--- src/rtl/hazard_stall_controller_if.sv ---
// Hazard/redirect bundle between the pipeline datapath and the stall controller.
// The pipeline drives producer/consumer info; the controller drives hold/flush.
interface hazard_stall_controller_if;
    logic [4:0] ID_Rs;
    logic [4:0] ID_Rt;
    logic       ID_UsesRs;
    logic       ID_UsesRt;
    logic [4:0] EX_Dest;
    logic       EX_RegWrite;
    logic [4:0] MEM_Dest;
    logic       MEM_RegWrite;
    logic [4:0] WB_Dest;
    logic       WB_RegWrite;
    logic       MEM_Redirect;
    logic       PCWrite;
    logic       IFID_Write;
    logic       IFID_Flush;
    logic       IDEX_Flush;
    logic       EXMEM_Flush;

    modport master (
        output ID_Rs, ID_Rt, ID_UsesRs, ID_UsesRt,
        output EX_Dest, EX_RegWrite, MEM_Dest, MEM_RegWrite,
        output WB_Dest, WB_RegWrite, MEM_Redirect,
        input  PCWrite, IFID_Write, IFID_Flush, IDEX_Flush, EXMEM_Flush
    );

    modport slave (
        input  ID_Rs, ID_Rt, ID_UsesRs, ID_UsesRt,
        input  EX_Dest, EX_RegWrite, MEM_Dest, MEM_RegWrite,
        input  WB_Dest, WB_RegWrite, MEM_Redirect,
        output PCWrite, IFID_Write, IFID_Flush, IDEX_Flush, EXMEM_Flush
    );
endinterface

--- src/rtl/hazard_stall_controller.sv ---
// RAW stall / redirect squash sequencer for a 5-stage pipeline without forwarding,
// with saturating cycle, stall and flush counters.
module hazard_stall_controller #(
    parameter int CNT_W          = 32,
    parameter bit RF_WRITE_FIRST = 1'b0
) (
    input  logic                   Clk,
    input  logic                   Rst,
    hazard_stall_controller_if.slave hz,
    output logic [CNT_W-1:0]       CycleCount,
    output logic [CNT_W-1:0]       StallCount,
    output logic [CNT_W-1:0]       FlushCount
);

    typedef enum logic {RUN, STALL} state_t;

    localparam logic [1:0] ExLat  = RF_WRITE_FIRST ? 2'd2 : 2'd3;
    localparam logic [1:0] MemLat = RF_WRITE_FIRST ? 2'd1 : 2'd2;
    localparam logic [1:0] WbLat  = RF_WRITE_FIRST ? 2'd0 : 2'd1;
    localparam logic [CNT_W-1:0] CntMax = '1;

    state_t     state;
    logic [1:0] rem;
    logic [1:0] need;
    logic       redirect;
    logic       stallNow;

    function automatic logic srcHit(
        input logic       uses,
        input logic [4:0] src,
        input logic       wr,
        input logic [4:0] dst
    );
        return uses && (src != 5'd0) && wr && (src == dst);
    endfunction

    function automatic logic stageHit(input logic wr, input logic [4:0] dst);
        return srcHit(hz.ID_UsesRs, hz.ID_Rs, wr, dst) ||
               srcHit(hz.ID_UsesRt, hz.ID_Rt, wr, dst);
    endfunction

    // Older stages need fewer cycles, so checking youngest last yields the max.
    always_comb begin
        need = 2'd0;
        if (stageHit(hz.WB_RegWrite, hz.WB_Dest))
            need = WbLat;
        if (stageHit(hz.MEM_RegWrite, hz.MEM_Dest))
            need = MemLat;
        if (stageHit(hz.EX_RegWrite, hz.EX_Dest))
            need = ExLat;
    end

    assign redirect = !Rst && hz.MEM_Redirect;
    assign stallNow = !Rst && !hz.MEM_Redirect &&
                      ((state == STALL) || (need != 2'd0));

    always_comb begin
        hz.PCWrite     = 1'b1;
        hz.IFID_Write  = 1'b1;
        hz.IFID_Flush  = 1'b0;
        hz.IDEX_Flush  = 1'b0;
        hz.EXMEM_Flush = 1'b0;
        unique case (1'b1)
            redirect: begin
                hz.IFID_Flush  = 1'b1;
                hz.IDEX_Flush  = 1'b1;
                hz.EXMEM_Flush = 1'b1;
            end
            stallNow: begin
                hz.PCWrite    = 1'b0;
                hz.IFID_Write = 1'b0;
                hz.IDEX_Flush = 1'b1;
            end
            default: ;
        endcase
    end

    always_ff @(posedge Clk) begin
        if (Rst) begin
            state      <= RUN;
            rem        <= 2'd0;
            CycleCount <= '0;
            StallCount <= '0;
            FlushCount <= '0;
        end else begin
            if (CycleCount != CntMax)
                CycleCount <= CycleCount + 1'b1;
            if (stallNow && (StallCount != CntMax))
                StallCount <= StallCount + 1'b1;
            if (redirect && (FlushCount != CntMax))
                FlushCount <= FlushCount + 1'b1;

            // A redirect squashes the stalled consumer, so any pending count dies.
            if (redirect) begin
                state <= RUN;
                rem   <= 2'd0;
            end else begin
                unique case (state)
                    RUN: begin
                        if (need > 2'd1) begin
                            state <= STALL;
                            rem   <= need - 2'd1;
                        end
                    end
                    STALL: begin
                        if (rem == 2'd1) begin
                            state <= RUN;
                            rem   <= 2'd0;
                        end else begin
                            rem <= rem - 2'd1;
                        end
                    end
                    default: begin
                        state <= RUN;
                        rem   <= 2'd0;
                    end
                endcase
            end
        end
    end

endmodule
--- src/flat_wrapper.sv ---
// flat-port wrapper written by rule: the top's interface ports become plain ports
module hazard_stall_controller_flat 
#(
    parameter int CNT_W          = 32,
    parameter bit RF_WRITE_FIRST = 1'b0
)
  (Clk, Rst, CycleCount, StallCount, FlushCount, hz_ID_Rs, hz_ID_Rt, hz_ID_UsesRs, hz_ID_UsesRt, hz_EX_Dest, hz_EX_RegWrite, hz_MEM_Dest, hz_MEM_RegWrite, hz_WB_Dest, hz_WB_RegWrite, hz_MEM_Redirect, hz_PCWrite, hz_IFID_Write, hz_IFID_Flush, hz_IDEX_Flush, hz_EXMEM_Flush);
  hazard_stall_controller_if hz_i ();
  input  logic Clk;
  input  logic Rst;
  output logic [CNT_W-1:0] CycleCount;
  output logic [CNT_W-1:0] StallCount;
  output logic [CNT_W-1:0] FlushCount;
  input wire logic [$bits(hz_i.ID_Rs)-1:0] hz_ID_Rs;
  input wire logic [$bits(hz_i.ID_Rt)-1:0] hz_ID_Rt;
  input wire logic [$bits(hz_i.ID_UsesRs)-1:0] hz_ID_UsesRs;
  input wire logic [$bits(hz_i.ID_UsesRt)-1:0] hz_ID_UsesRt;
  input wire logic [$bits(hz_i.EX_Dest)-1:0] hz_EX_Dest;
  input wire logic [$bits(hz_i.EX_RegWrite)-1:0] hz_EX_RegWrite;
  input wire logic [$bits(hz_i.MEM_Dest)-1:0] hz_MEM_Dest;
  input wire logic [$bits(hz_i.MEM_RegWrite)-1:0] hz_MEM_RegWrite;
  input wire logic [$bits(hz_i.WB_Dest)-1:0] hz_WB_Dest;
  input wire logic [$bits(hz_i.WB_RegWrite)-1:0] hz_WB_RegWrite;
  input wire logic [$bits(hz_i.MEM_Redirect)-1:0] hz_MEM_Redirect;
  output wire logic [$bits(hz_i.PCWrite)-1:0] hz_PCWrite;
  output wire logic [$bits(hz_i.IFID_Write)-1:0] hz_IFID_Write;
  output wire logic [$bits(hz_i.IFID_Flush)-1:0] hz_IFID_Flush;
  output wire logic [$bits(hz_i.IDEX_Flush)-1:0] hz_IDEX_Flush;
  output wire logic [$bits(hz_i.EXMEM_Flush)-1:0] hz_EXMEM_Flush;
  assign hz_i.ID_Rs = hz_ID_Rs;
  assign hz_i.ID_Rt = hz_ID_Rt;
  assign hz_i.ID_UsesRs = hz_ID_UsesRs;
  assign hz_i.ID_UsesRt = hz_ID_UsesRt;
  assign hz_i.EX_Dest = hz_EX_Dest;
  assign hz_i.EX_RegWrite = hz_EX_RegWrite;
  assign hz_i.MEM_Dest = hz_MEM_Dest;
  assign hz_i.MEM_RegWrite = hz_MEM_RegWrite;
  assign hz_i.WB_Dest = hz_WB_Dest;
  assign hz_i.WB_RegWrite = hz_WB_RegWrite;
  assign hz_i.MEM_Redirect = hz_MEM_Redirect;
  assign hz_PCWrite = hz_i.PCWrite;
  assign hz_IFID_Write = hz_i.IFID_Write;
  assign hz_IFID_Flush = hz_i.IFID_Flush;
  assign hz_IDEX_Flush = hz_i.IDEX_Flush;
  assign hz_EXMEM_Flush = hz_i.EXMEM_Flush;
  hazard_stall_controller #(.CNT_W(CNT_W), .RF_WRITE_FIRST(RF_WRITE_FIRST)) u_core (.Clk(Clk), .Rst(Rst), .hz(hz_i), .CycleCount(CycleCount), .StallCount(StallCount), .FlushCount(FlushCount));
endmodule
--- config.mk ---
export PLATFORM = sky130hd
export DESIGN_NAME = hazard_stall_controller_flat
export DESIGN_NICKNAME = d
export VERILOG_FILES = /design/src/rtl/hazard_stall_controller_if.sv /design/src/rtl/hazard_stall_controller.sv /design/src/flat_wrapper.sv
export SDC_FILE = /design/constraint.sdc
export NUM_CORES = 1
export LEC_CHECK = 0
export CAP_MARGIN = 10
export CORE_UTILIZATION = 50
export CTS_BUF_LIST = sky130_fd_sc_hd__clkbuf_16
export DETAILED_ROUTE_END_ITERATION = 12
export PLACE_DENSITY_LB_ADDON = 0.12
export SYNTH_ARGS = -nofsm -noshare
export SYNTH_HDL_FRONTEND = slang
export SYNTH_SLANG_ARGS = --single-unit
export TNS_END_PERCENT = 20
--- constraint.sdc ---
create_clock -name Clk -period 4.1 [get_ports Clk]
set_input_delay 0.82 -clock Clk [delete_from_list [all_inputs] [get_ports Clk]]
set_output_delay 0.82 -clock Clk [all_outputs]
set_load 0.005 [all_outputs]
* After elaboration in Yosys (flattened, before gate mapping)
Index checks and enable logic that the tools add are counted.
** Cells by class
- Reduce and logical (&&, ||, !) cells :: 30
- Bitwise logic cells :: 1
- Add/subtract/negate cells :: 5
- Multipliers :: 0
- Shifts and indexed selects :: 0
- Div/mod/pow operators :: 0
- Eq/ne operators :: 11
- Order comparisons :: 1
- Multiplexer cells :: 12
** Operator list (count)
- 32-bit by 1-bit adder with 32-bit output (second input constant) :: 3
- 32-bit inequality test (second input constant) :: 3
- 5-bit == test :: 6
- 1-bit logical AND :: 19
- 5-bit nonzero test :: 2
- 2-bit two-way mux :: 4
- 1-bit two-way mux :: 6
- 1-bit logical OR :: 4
- 2-bit one-hot mux with 2 select lines :: 1
- 2-bit OR reduction :: 2
- 2-bit by 1-bit subtractor with 2-bit output (second input constant) :: 2
- 2-bit by 1-bit == test with 1-bit output (second input constant) :: 1
- 2-bit by 1-bit > comparator with 1-bit output (second input constant) :: 1
- 1-bit zero test :: 2
- 2-bit by 1-bit inequality test with 1-bit output (second input constant) :: 1
- 1-bit one-hot mux with 2 select lines :: 1
- 2-bit nonzero test :: 1
- 1-bit NOT :: 1
** Storage, ports and cells
- ROM bits :: 0
- Input port bits :: 33
- Word-level logic and storage cells :: 65
- Bits in latches :: 0
- Memory bits (writable) :: 0
- Output and inout bits :: 101
- Register bits :: 99
- Memories :: 0

* Longest topological paths before layout
Gate-level depths: netlist of the first run.
- Word-level depth :: 13
- Gate-level depth with buffers :: 12
- Depth with buffers taken out :: 11

* Least setup slack after synthesis of the first run
OpenSTA, ideal clock, no wires.
- Kind :: input-to-output
- Start point :: in hz_ID_Rt[0]
- End point :: out hz_PCWrite
- Arrival :: 2.782 ns
- Stages on the path :: 10
- Path slack :: 0.498 ns
- Path buffers :: 2
- Cells stage by stage :: or4_1 o21ai_0 nand4b_1 nand2_1 a31oi_1 ha_1 a21oi_4 inv_2 clkbuf_1 buf_4
** On the way
- Cells in the longest elaborated chain, start to end :: 12
** Ends and longest elaborated chain
- start, declared :: RTL line flat_wrapper.sv:15 : input wire logic [$bits(hz_i.ID_Rt)-1:0] hz_ID_Rt;
- 5-bit nonzero test :: RTL line hazard_stall_controller.sv:34 : return uses && (src != 5'd0) && wr && (src == dst);
- 1-bit logical AND (3 in a row) :: RTL line hazard_stall_controller.sv:34
- 1-bit logical OR :: RTL line hazard_stall_controller.sv:38 : return srcHit(hz.ID_UsesRs, hz.ID_Rs, wr, dst) ||
- 1-bit two-way mux :: RTL line hazard_stall_controller.sv:45 : if (stageHit(hz.WB_RegWrite, hz.WB_Dest))
- 2-bit two-way mux :: RTL line hazard_stall_controller.sv:47 : if (stageHit(hz.MEM_RegWrite, hz.MEM_Dest))
- 2-bit two-way mux (*) :: RTL line hazard_stall_controller.sv:49 : if (stageHit(hz.EX_RegWrite, hz.EX_Dest))
- 2-bit nonzero test (*) :: RTL line hazard_stall_controller.sv:55 : ((state == STALL) || (need != 2'd0));
- 1-bit logical OR (*) :: RTL line hazard_stall_controller.sv:55
- 1-bit logical AND (*) :: RTL line hazard_stall_controller.sv:54 : assign stallNow = !Rst && !hz.MEM_Redirect &&
- 1-bit two-way mux (*)
- end, declared :: RTL line flat_wrapper.sv:25 : output wire logic [$bits(hz_i.PCWrite)-1:0] hz_PCWrite;
Mark *: on every way between the ends. The rest lies on a longest branch, timed or not.

* Worst setup path after layout of the first run
- Start point :: in hz_MEM_Dest[3]
- End point :: out hz_PCWrite
** On the way
- Cells in the longest elaborated chain, start to end :: 9
** Ends and longest elaborated chain
- start, declared :: RTL line flat_wrapper.sv:20 : input wire logic [$bits(hz_i.MEM_Dest)-1:0] hz_MEM_Dest;
- 5-bit == test :: RTL line hazard_stall_controller.sv:34
- 1-bit logical AND :: RTL line hazard_stall_controller.sv:34
- 1-bit logical OR (*) :: RTL line hazard_stall_controller.sv:38
- 2-bit two-way mux (*) :: RTL line hazard_stall_controller.sv:47
- 2-bit two-way mux (*) :: RTL line hazard_stall_controller.sv:49
- 2-bit nonzero test (*) :: RTL line hazard_stall_controller.sv:55
- 1-bit logical OR (*) :: RTL line hazard_stall_controller.sv:55
- 1-bit logical AND (*) :: RTL line hazard_stall_controller.sv:54
- 1-bit two-way mux (*) :: RTL line hazard_stall_controller.sv:63 : unique case (1'b1)
Marks and branches as above.

==> impl_metrics.csv, run 1 <==
group,metric,value,unit
critical_path,crit_chain,"clkdlybuf4s50_1 -> xor2_1 -> or4_4 -> o22a_1 -> buf_4 -> a31oi_1 -> ha_2 -> a21oi_4 -> inv_2 -> clkdlybuf4s50_1",
critical_path,r2r-start,"u_core.StallCount[3]$_SDFFE_PP0P_",
grt,grt_pass1_wl,24700,um
final_layout,layout_commonest_cell,"clkdlybuf4s50_1",
grt,grt.overflow.total,0,
clock_tree,cts_tree,"done",
timing,rsz0062_at_grt,"true",
critical_path,path_common_cell,"clkdlybuf4s50_1",
worst_hold_path,hold_path_class,"reg -> reg",
clock_tree,cts_root_buf,"clkbuf_16",
place,place_congestion,0.868,
synthesis,synth-seq-area-share,0.361,
clock_tree,clk_pin_slew,0.06,ns
critical_path,crit_slowest_cell,"or4_4",
timing,setup_viol,1,
synthesis,synth-main-ff-cell,"dfxtp_1",
floorplan,rows,37,
floorplan,die_w,107,um
timing,final.setup.worst_slack,-0.0799,ns
place,place_ws,-0.174,ns
final_layout,final_cells,963,
critical_path,cp.required,3.28,ns
floorplan,die_area,11400,sq um
critical_path,cp.arrival,3.36,ns
floorplan,initial_core_util,0.523,
clock_tree,cts_hold_buffers,0,
synthesis,async_flop_share,0,
clock_tree,cts_made_buffers,9,
run_status,status,"complete, but fails checks",
final_layout,layout-drive-gt1-share,0.0992,
worst_hold_path,min_to,"u_core.StallCount[6]$_SDFFE_PP0P_",
routing,wl_per_cell,15.5,um
run,drv_cap,0,
final_layout,final_cell_mix,"clkdlybuf4s50_1 (124), dfxtp_1 (99), a21oi_1 (55), nand2_1 (49), nor2_1 (43)",
critical_path,ff2ff_path_depth,6,
routing,drcViolationCount,0,
timing,worst_pin_slew,1.12,ns
synthesis,synth-seq-cells,99,
routing,vias_per_cell,6.00,
clock_tree,clockBufferDepth,2,
synthesis,syn-num-nets,706,
critical_path,critical_path_class,"in -> out",
clock_tree,clkSinkCount,99,
critical_path,end_kind,"primary output",
grt,antenna_found_initial,0,
timing,final_hold_viol_count,0,
synthesis,synth.area.top_cells,"dfxtp_1 (36%), a21oi_1 (5.0%), or3_1 (4.4%)",
routing,ant_nets,0,
critical_path,slowest_delay,0.54,ns
worst_hold_path,min_path_cells,1,
clock_tree,clkLatencyLatePin,0.35,ns
synthesis,synth_area_per_cell,8.22,sq um
timing,period_needed,4.18,ns
grt,gr-usage-all-layers,0.265,
timing,fin_worst_skew,0.00798,ns
floorplan,ios,134,
timing,fmax,239,MHz
critical_path,cp_max_fo,4,
synthesis,synth.cell_area,5490,sq um
clock_tree,htree_num_levels,3,
routing,routed_wl,14900,um
final_layout,diodes,0,
synthesis,yosys.cell_types.count,56,
routing,drt_first_pass_iters,5,
floorplan,fp.dieH,107,um
grt,grt_pass1_vias,5372,
run_status,failed_checks,"negative setup slack",
final_layout,final_util,0.712,
synthesis,yosysWarnings,0,
synthesis,yosysTopAreaCell,"dfxtp_1",
synthesis,yosysTopAreaCellShare,0.361,
timing,maxSlewHeadroom,0.247,
floorplan,core,10500,sq um
final_layout,syn2layout_area_growth,36.1,%
grt,grt_max_degree,50,
routing,drt-initial-drc-count,337,
place,port_buffers,133,
critical_path,critPathLaunchType,"primary input",
timing,holdWs,0.494,ns
pwr,power_leakage,2.42,nW
synthesis,netlist_instances,668,
timing,drv_slew,0,
critical_path,regToRegSetupSlack,1.42,ns
pwr,irDropWorstVdd,0.237,mV
timing,timing.final.crit_share,1.02,
synthesis,synth-edff-count,0,
critical_path,r2r-end,"u_core.StallCount[23]$_SDFFE_PP0P_",
final_layout,finalNetCount,860,
routing,vias,5774,
place,detailed_place_hpwl,10900,um
worst_hold_path,hold_path.startpoint,"u_core.StallCount[6]$_SDFFE_PP0P_",
place,placedCellCount,941,
pwr,power_density,273,nW/um^2
layer usage:
| layer | wire length [um] | global-route usage | vias up |
|---|---|---|---|
| li1 | - | - | 2838 |
| met1 | 6380 | 0.321 | 2743 |
| met2 | 7470 | 0.464 | 173 |
| met3 | 891 | 0.0723 | 20 |
| met4 | 185 | 0.0636 | 0 |
| met5 | 0 | 0 | - |
flip-flops by register name, summed over array words and instances, names as in the netlist:
name	count
u_core.CycleCount	32
u_core.FlushCount	32
u_core.StallCount	32
u_core.rem	2
u_core.state	1
worst max-delay path: cells and delay by family:
family,cells,cell delay [ns]
AND/OR/NAND/NOR,1,0.54
XOR/XNOR,1,0.16
AO/OA/AOI/OAI,3,0.43
adder cells (fa/ha/maj),1,0.23
buffers and inverters,4,1.18
metrics by stage:
stage	power [mW]	setup TNS [ns]	instance area, sq um
2_1_floorplan	1.06	0	5490
3_5_place_dp	1.14	-1.07	7100
3_3_place_gp	1.14	-0.351	7100
4_1_cts	2.05	-0.0229	7440
6_report	2.04	-0.0799	7480
5_1_grt	2.10	-0.226	7480
repair_timing:
action | in CTS | in global routing
pin swaps | 2 | 3
endpoints found under the setup margin | 3 | 3
setup buffers | 2 | 4
gates resized for setup | 11 | 4
gates cloned | 0 | 0
cell families (layout without fill, tap and decap cells):
family	after synthesis	count (layout)	synth area share
AOI/OAI and AO/OA	162	162	0.191
buffers and inverters	45	204	0.0351
xor gates and xnor gates	43	43	0.0685
DFF	99	99	0.361
and+or+nand+nor	302	302	0.309
adders and majority gates	5	5	0.0114
muxes	12	12	0.0237
worst max path at each step:
stage                        start  cells after the start            end
floorplan              hz_ID_Rt[0]                     10     hz_PCWrite
global placement       hz_ID_Rs[4]                     10  hz_IDEX_Flush
detailed placement     hz_ID_Rs[4]                     10  hz_IDEX_Flush
CTS                    hz_ID_Rs[1]                     10  hz_IFID_Write
global route           hz_ID_Rs[0]                     10     hz_PCWrite
finish              hz_MEM_Dest[3]                     10     hz_PCWrite
cell usage after synthesis, drive strengths merged (2+ instances only):
master,count
nor4,20
nor2b,8
and3,13
a2111oi,4
mux2i,4
and4,6
o2111ai,2
o31a,5
a211oi,4
xnor2,19
inv,20
nand3,42
nand4b,2
mux2,8
or3,40
dfxtp,99
a21oi,56
o31ai,19
o21ai,38
o211ai,5
nand2,50
nand4,25
nor2,43
clkbuf,15
and2,6
o22ai,2
nor3,14
a31oi,4
buf,9
o21a,6
o41ai,6
ha,5
xor2,24
o311ai,6
or2,5
or4,26
layout make-up:
cell class                      instances  area (sq um)
Clock inverter                          7          93.8
Sequential cell                        99          1980
Clock buffer                            9           225
Multi-Input combinational cell        524          3340
Inverter                               20          75.1
Timing Repair Buffer                  168          1590
Tap cell                              136           170
Fill cell                             838          3030
report_power, final:
group	leakage [nW]	switching, mW	internal, mW	total (mW)
clock	0.157	0.378	0.533	0.911
combinational	1.47	0.0721	0.0818	0.154
sequential	0.798	0.00778	0.966	0.974
(Power assumes the default switching activity.)
==> run 2, diff against run 1 <==
--- a/config.mk
+++ b/config.mk
@@ -6,10 +6,12 @@
 export NUM_CORES = 1
 export LEC_CHECK = 0
 export CAP_MARGIN = 10
+export CORE_MARGIN = 2
 export CORE_UTILIZATION = 50
 export CTS_BUF_LIST = sky130_fd_sc_hd__clkbuf_16
 export DETAILED_ROUTE_END_ITERATION = 12
 export PLACE_DENSITY_LB_ADDON = 0.12
+export SETUP_SLACK_MARGIN = 0.15
 export SYNTH_ARGS = -nofsm -noshare
 export SYNTH_HDL_FRONTEND = slang
 export SYNTH_SLANG_ARGS = --single-unit
==> run 2 against run 1 <==
Against the previous run: the flow now finishes without violations; power is 7.1% lower; final cell count rose by 0.31%; combinational power about the same; critical path depth grew 1; non-clock buffer count down 1.
==> impl_metrics.csv, run 2 (synthesis results as in run 1) <==
group,metric,value,unit
clock_tree,clockBufferDepth,2,
timing,drv_slew,0,
clock_tree,cts_root_buf,"clkbuf_16",
critical_path,slowest_delay,0.54,ns
routing,routed_wl,15400,um
floorplan,fp.dieH,109,um
run,drv_cap,0,
routing,wl_met3,815,um
pwr,irDropWorstVdd,0.189,mV
routing,drcViolationCount,0,
floorplan,rows,38,
grt,grt_pass1_vias,5424,
routing,wl_met2,7530,um
final_layout,final_util,0.691,
clock_tree,htree_num_levels,3,
timing,maxSlewHeadroom,0.239,
routing,drt_first_pass_iters,4,
worst_hold_path,hold_path_class,"reg -> reg",
final_layout,final_cell_mix,"clkdlybuf4s50_1 (121), dfxtp_1 (99), a21oi_1 (55), nand2_1 (49), nor2_1 (43)",
timing,period_needed,4.01,ns
grt,grt_max_degree,52,
critical_path,cp.arrival,3.19,ns
final_layout,syn2layout_area_growth,35.7,%
floorplan,ios,134,
pwr,power_leakage,2.43,nW
final_layout,layout-drive-gt1-share,0.0970,
timing,final_hold_viol_count,0,
routing,wl_per_cell,15.9,um
routing,vias,5802,
routing,drt-initial-drc-count,287,
final_layout,final_cells,966,
timing,timing.final.crit_share,0.979,
timing,fmax,249,MHz
critical_path,crit_slowest_cell,"or4_4",
critical_path,path_delay_family,"buffers and inverters",
final_layout,reg_top3,"u_core.CycleCount x32, u_core.FlushCount x32, u_core.StallCount x32",
routing,met1_length,6650,um
critical_path,regToRegSetupSlack,1.45,ns
clock_tree,cts_hold_buffers,0,
place,place_congestion,0.889,
routing,ant_nets,0,
place,detailed_place_hpwl,11100,um
run_status,status,"complete, no violations",
grt,gr-usage-all-layers,0.262,
floorplan,core,10800,sq um
clock_tree,cts_made_buffers,9,
grt,grt.overflow.total,0,
routing,vias_per_cell,6.01,
floorplan,initial_core_util,0.509,
timing,worst_pin_slew,1.13,ns
place,placedCellCount,943,
pwr,power,1.89,mW
grt,grt_pass1_wl,25000,um
place,port_buffers,133,
clock_tree,clkSinkCount,99,
critical_path,crit_chain,"clkdlybuf4s50_1 -> xor2_1 -> or4_4 -> o22a_1 -> and3_4 -> ha_4 -> a21oi_4 -> inv_2 -> buf_4 -> nand2_1 -> dlygate4sd2_1",
critical_path,critPathLaunchType,"primary input",
routing,highest_layer,"met4",
floorplan,die_area,11800,sq um
clock_tree,clk_pin_slew,0.06,ns
clock_tree,cts_tree,"done",
grt,antenna_found_initial,1,
critical_path,cp_max_fo,4,
critical_path,critical_path_class,"in -> out",
pwr,power_density,254,nW/um^2
critical_path,crit_buf_inv,4,
timing,fin_worst_skew,0.0105,ns
critical_path,end_kind,"primary output",
timing,holdWs,0.505,ns
final_layout,finalNetCount,859,
final_layout,layout_commonest_cell,"clkdlybuf4s50_1",
timing,rsz0062_at_grt,"true",
timing,setup_viol,0,
floorplan,die_w,109,um
critical_path,cp.required,3.28,ns
clock_tree,clkLatencyLatePin,0.35,ns
## run 2: changes by cell type in the layout (fill, tap and decap cells not counted), moves of 2 or more
cell,change
clkinv_1,+2
clkdlybuf4s50_1,-3
bufinv_16,-2
o21ai_1,-2
o21ai_2,+2
inv_1,+2
dlymetal6s2s_1,+4
## run 2: layout make-up
class                   count  area (sq um)
fillers                   887          3340
clock buffers               9           225
well taps                 140           175
diodes                      1          2.50
repair buffers            167          1590
flip-flops and latches     99          1980
inverters                  20          75.1
clock inverters             6          27.5
multi-input cells         524          3370
## run 2: layer usage
layer	vias up	GRT usage
li1	2842	-
met1	2745	0.325
met2	184	0.438
met3	31	0.0520
met4	0	0.119
met5	-	0
## run 2: metrics by stage
| stage | instance area [sq um] | setup TNS, ns | setup WS, ns |
|---|---|---|---|
| after global routing | 7450 | -0.0283 | -0.0283 |
| after floorplan | 5490 | 0 | 0.498 |
| after CTS | 7360 | -0.0791 | -0.0791 |
| final | 7450 | 0 | 0.0858 |
| after global placement | 7090 | -0.469 | -0.176 |
| after detailed placement | 7090 | -1.25 | -0.233 |
## run 2: worst reg2reg max path, stage by stage, from the launching register on
cell and delay (ns):
dfxtp_1 0.45, and4_1 0.31, nand4_1 0.51, or4_1 0.77, or3_1 0.35, a21oi_1 0.19
## run 2: path summary, 6_finish.rpt
path	depth (start not counted)	to	from
worst min-delay path	2	u_core.StallCount[30]$_SDFFE_PP0P_	u_core.StallCount[30]$_SDFFE_PP0P_
worst max-delay path	11	hz_IDEX_Flush	hz_MEM_Dest[3]
worst max register to register	5	u_core.StallCount[24]$_SDFFE_PP0P_	u_core.StallCount[3]$_SDFFE_PP0P_
worst min register to register	2	u_core.StallCount[30]$_SDFFE_PP0P_	u_core.StallCount[30]$_SDFFE_PP0P_
## run 2: timing repair
item / in CTS / in global routing
resized for setup: 9 / 14
endpoints found under the setup margin: 3 / 6
buffers inserted: 2 / 5
pin swaps: 3 / 6
## run 2: report_power, final
part / total (mW) / switching, mW / internal [mW] / leakage, nW
Clock: 0.763 / 0.364 / 0.399 / 0.134
Combinational: 0.157 / 0.0748 / 0.0822 / 1.50
Sequential: 0.974 / 0.00742 / 0.967 / 0.798
==> run 3, diff against run 2 <==
--- a/config.mk
+++ b/config.mk
@@ -7,7 +7,7 @@
 export LEC_CHECK = 0
 export CAP_MARGIN = 10
 export CORE_MARGIN = 2
-export CORE_UTILIZATION = 50
+export CORE_UTILIZATION = 54
 export CTS_BUF_LIST = sky130_fd_sc_hd__clkbuf_16
 export DETAILED_ROUTE_END_ITERATION = 12
 export PLACE_DENSITY_LB_ADDON = 0.12
==> constraint.sdc (replaced) <==
create_clock -name Clk -period 5.2 [get_ports Clk]
set_input_delay 1.04 -clock Clk [delete_from_list [all_inputs] [get_ports Clk]]
set_output_delay 1.04 -clock Clk [all_outputs]
set_load 0.005 [all_outputs]
==> run 3 against run 2 <==
Against the previous run: sequential power is 21% lower; cell area shrank 3.1%; power decreased by 19%; final cell count down 3.5%; non-clock buffer count fell by 27; worst hold slack got worse by 0.012 ns; die area is 7.1% lower; routed wire length down 2.4%; clock skew rose by 0.0013 ns; flip-flop and latch count did not move; critical endpoint unchanged; largest power group unchanged; highest routed layer unchanged.
==> impl_metrics.csv, run 3 (synthesis results as in run 1) <==
group,metric,value,unit
grt,grt_max_degree,50,
grt,grt.overflow.total,0,
floorplan,core,9820,sq um
clock_tree,cts_root_buf,"clkbuf_16",
final_layout,layout-drive-gt1-share,0.0613,
critical_path,crit_slowest_cell,"or4_1",
worst_hold_path,hold_path_class,"reg -> reg",
routing,drt_first_pass_iters,5,
critical_path,path_common_cell,"clkdlybuf4s50_1",
timing,period_needed,4.92,ns
pwr,irDropWorstVdd,0.217,mV
routing,vias_per_cell,6.14,
routing,drcViolationCount,0,
pwr,power_leakage,2.25,nW
critical_path,end_kind,"primary output",
critical_path,cp.required,4.16,ns
critical_path,critPathLaunchType,"primary input",
final_layout,syn2layout_area_growth,31.5,%
clock_tree,cts_tree,"done",
routing,drt-initial-drc-count,335,
timing,final_hold_viol_count,0,
final_layout,final_cell_mix,"clkdlybuf4s50_1 (132), dfxtp_1 (99), a21oi_1 (55), nand2_1 (49), nor2_1 (43)",
critical_path,cp.arrival,3.88,ns
final_layout,finalNetCount,832,
timing,fin_worst_skew,0.0119,ns
grt,antenna_found_initial,0,
timing,drv_slew,0,
floorplan,ios,134,
pwr,power_frac_comb,0.071,
timing,timing.final.crit_share,0.946,
pwr,internal-power,1.19,mW
pwr,seq_power_share,0.500,
pwr,switching_share,0.225,
final_layout,reg_top3,"u_core.CycleCount x32, u_core.FlushCount x32, u_core.StallCount x32",
floorplan,fp.dieH,105,um
final_layout,diodes,0,
clock_tree,clockBufferDepth,2,
timing,rsz0062_at_grt,"false",
place,detailed_place_hpwl,11000,um
grt,grt_pass1_wl,24900,um
run,drv_cap,0,
final_layout,final_util,0.736,
timing,holdWs,0.493,ns
routing,ant_nets,0,
final_layout,multiInputGateArea,3330,sq um
grt,gr-usage-all-layers,0.267,
final_layout,nFillCells,790,
clock_tree,cts_made_buffers,9,
floorplan,rows,36,
clock_tree,clk_pin_slew,0.07,ns
timing,worst_pin_slew,1.12,ns
routing,wl_per_cell,16.1,um
pwr,power_density,212,nW/um^2
run_status,status,"complete, no violations",
floorplan,initial_core_util,0.560,
floorplan,die_area,11000,sq um
final_layout,layout_commonest_cell,"clkdlybuf4s50_1",
clock_tree,clkLatencyLatePin,0.34,ns
clock_tree,clkSinkCount,99,
timing,fin_tns_setup,0,ns
floorplan,die_w,105,um
critical_path,critical_path_class,"in -> out",
pwr,clkPwrFrac,0.429,
timing,setup_viol,0,
place,place_congestion,0.890,
pwr,power,1.53,mW
critical_path,cp_max_fo,14,
grt,grt_pass1_vias,5416,
clock_tree,htree_num_levels,3,
critical_path,slowest_delay,0.55,ns
routing,routed_wl,15000,um
place,port_buffers,133,
critical_path,crit_chain,"clkdlybuf4s50_1 -> xor2_1 -> or4_1 -> o22a_1 -> and3_1 -> ha_2 -> a21oi_4 -> inv_4 -> nand2_1 -> clkdlybuf4s50_1",
final_layout,ff_latch_area,1980,sq um
timing,maxSlewHeadroom,0.247,
pwr,power_switching,346,uW
timing,fmax,203,MHz
routing,vias,5718,
-- run 3: cell types whose count changed in the layout (fill, tap and decap cells not counted), sizes merged --
cell	delta
inv	-1
buf	-27
dlymetal6s2s	-7
diode	-1
clkinvlp	+1
clkdlybuf4s50	+11
dlygate4sd2	-4
bufinv	+1
-- run 3: what timing repair did --
item / CTS / global route
hold buffers: 0 / 0
resized for setup: 0 / 4
endpoints found under the setup margin: 0 / 3
setup buffers: 0 / 0
-- run 3: path summary, 6_finish.rpt --
kind                                     start                            endpoint  slack, ns  cells past startpoint
max                                hz_ID_Rs[4]                       hz_IDEX_Flush       0.28                     10
min          u_core.StallCount[6]$_SDFFE_PP0P_   u_core.StallCount[6]$_SDFFE_PP0P_       0.49                      1
max reg2reg  u_core.StallCount[3]$_SDFFE_PP0P_  u_core.StallCount[26]$_SDFFE_PP0P_       2.61                      5
min reg2reg  u_core.StallCount[6]$_SDFFE_PP0P_   u_core.StallCount[6]$_SDFFE_PP0P_       0.49                      1
-- run 3: power groups by stage --
stage / clock network, mW / registers, mW / logic (mW)
floorplan: 0 / 0.784 / 0.0503
global placement: 0 / 0.785 / 0.107
detailed placement: 0 / 0.786 / 0.108
CTS: 0.666 / 0.768 / 0.109
global route: 0.696 / 0.768 / 0.118
finish: 0.658 / 0.768 / 0.109
-- run 3: metal layers --
| layer | routed length (um) | GRT usage |
|---|---|---|
| met1 | 6390 | 0.341 |
| met3 | 976 | 0.0437 |
| met5 | 0 | 0 |
| met4 | 227 | 0.0933 |
| met2 | 7440 | 0.456 |
-- run 3: through the flow --
step	instances	setup slack, ns	instance area, sq um
floorplan	668	1.16	5490
global placement	916	0.254	6930
detailed placement	916	0.181	6930
CTS	932	0.187	7220
global route	932	0.167	7230
finish	932	0.283	7230
-- run 3: final cells by class --
class / count / share of cell area
multi-input cells: 524 / 0.461
flip-flops and latches: 99 / 0.274
repair buffers: 140 / 0.191
clock buffers: 9 / 0.0312
well taps: 133 / 0.0230
inverters: 20 / 0.0107
clock inverters: 7 / 0.00935
-- run 3: critical path, delay by kind of cell --
kind,cells,cell delay [ns]
buffers and inverters,3,1.14
AND/OR/NAND/NOR,3,0.84
AO/OA/AOI/OAI,2,0.45
adder cells (fa/ha/maj),1,0.21
XOR/XNOR,1,0.20
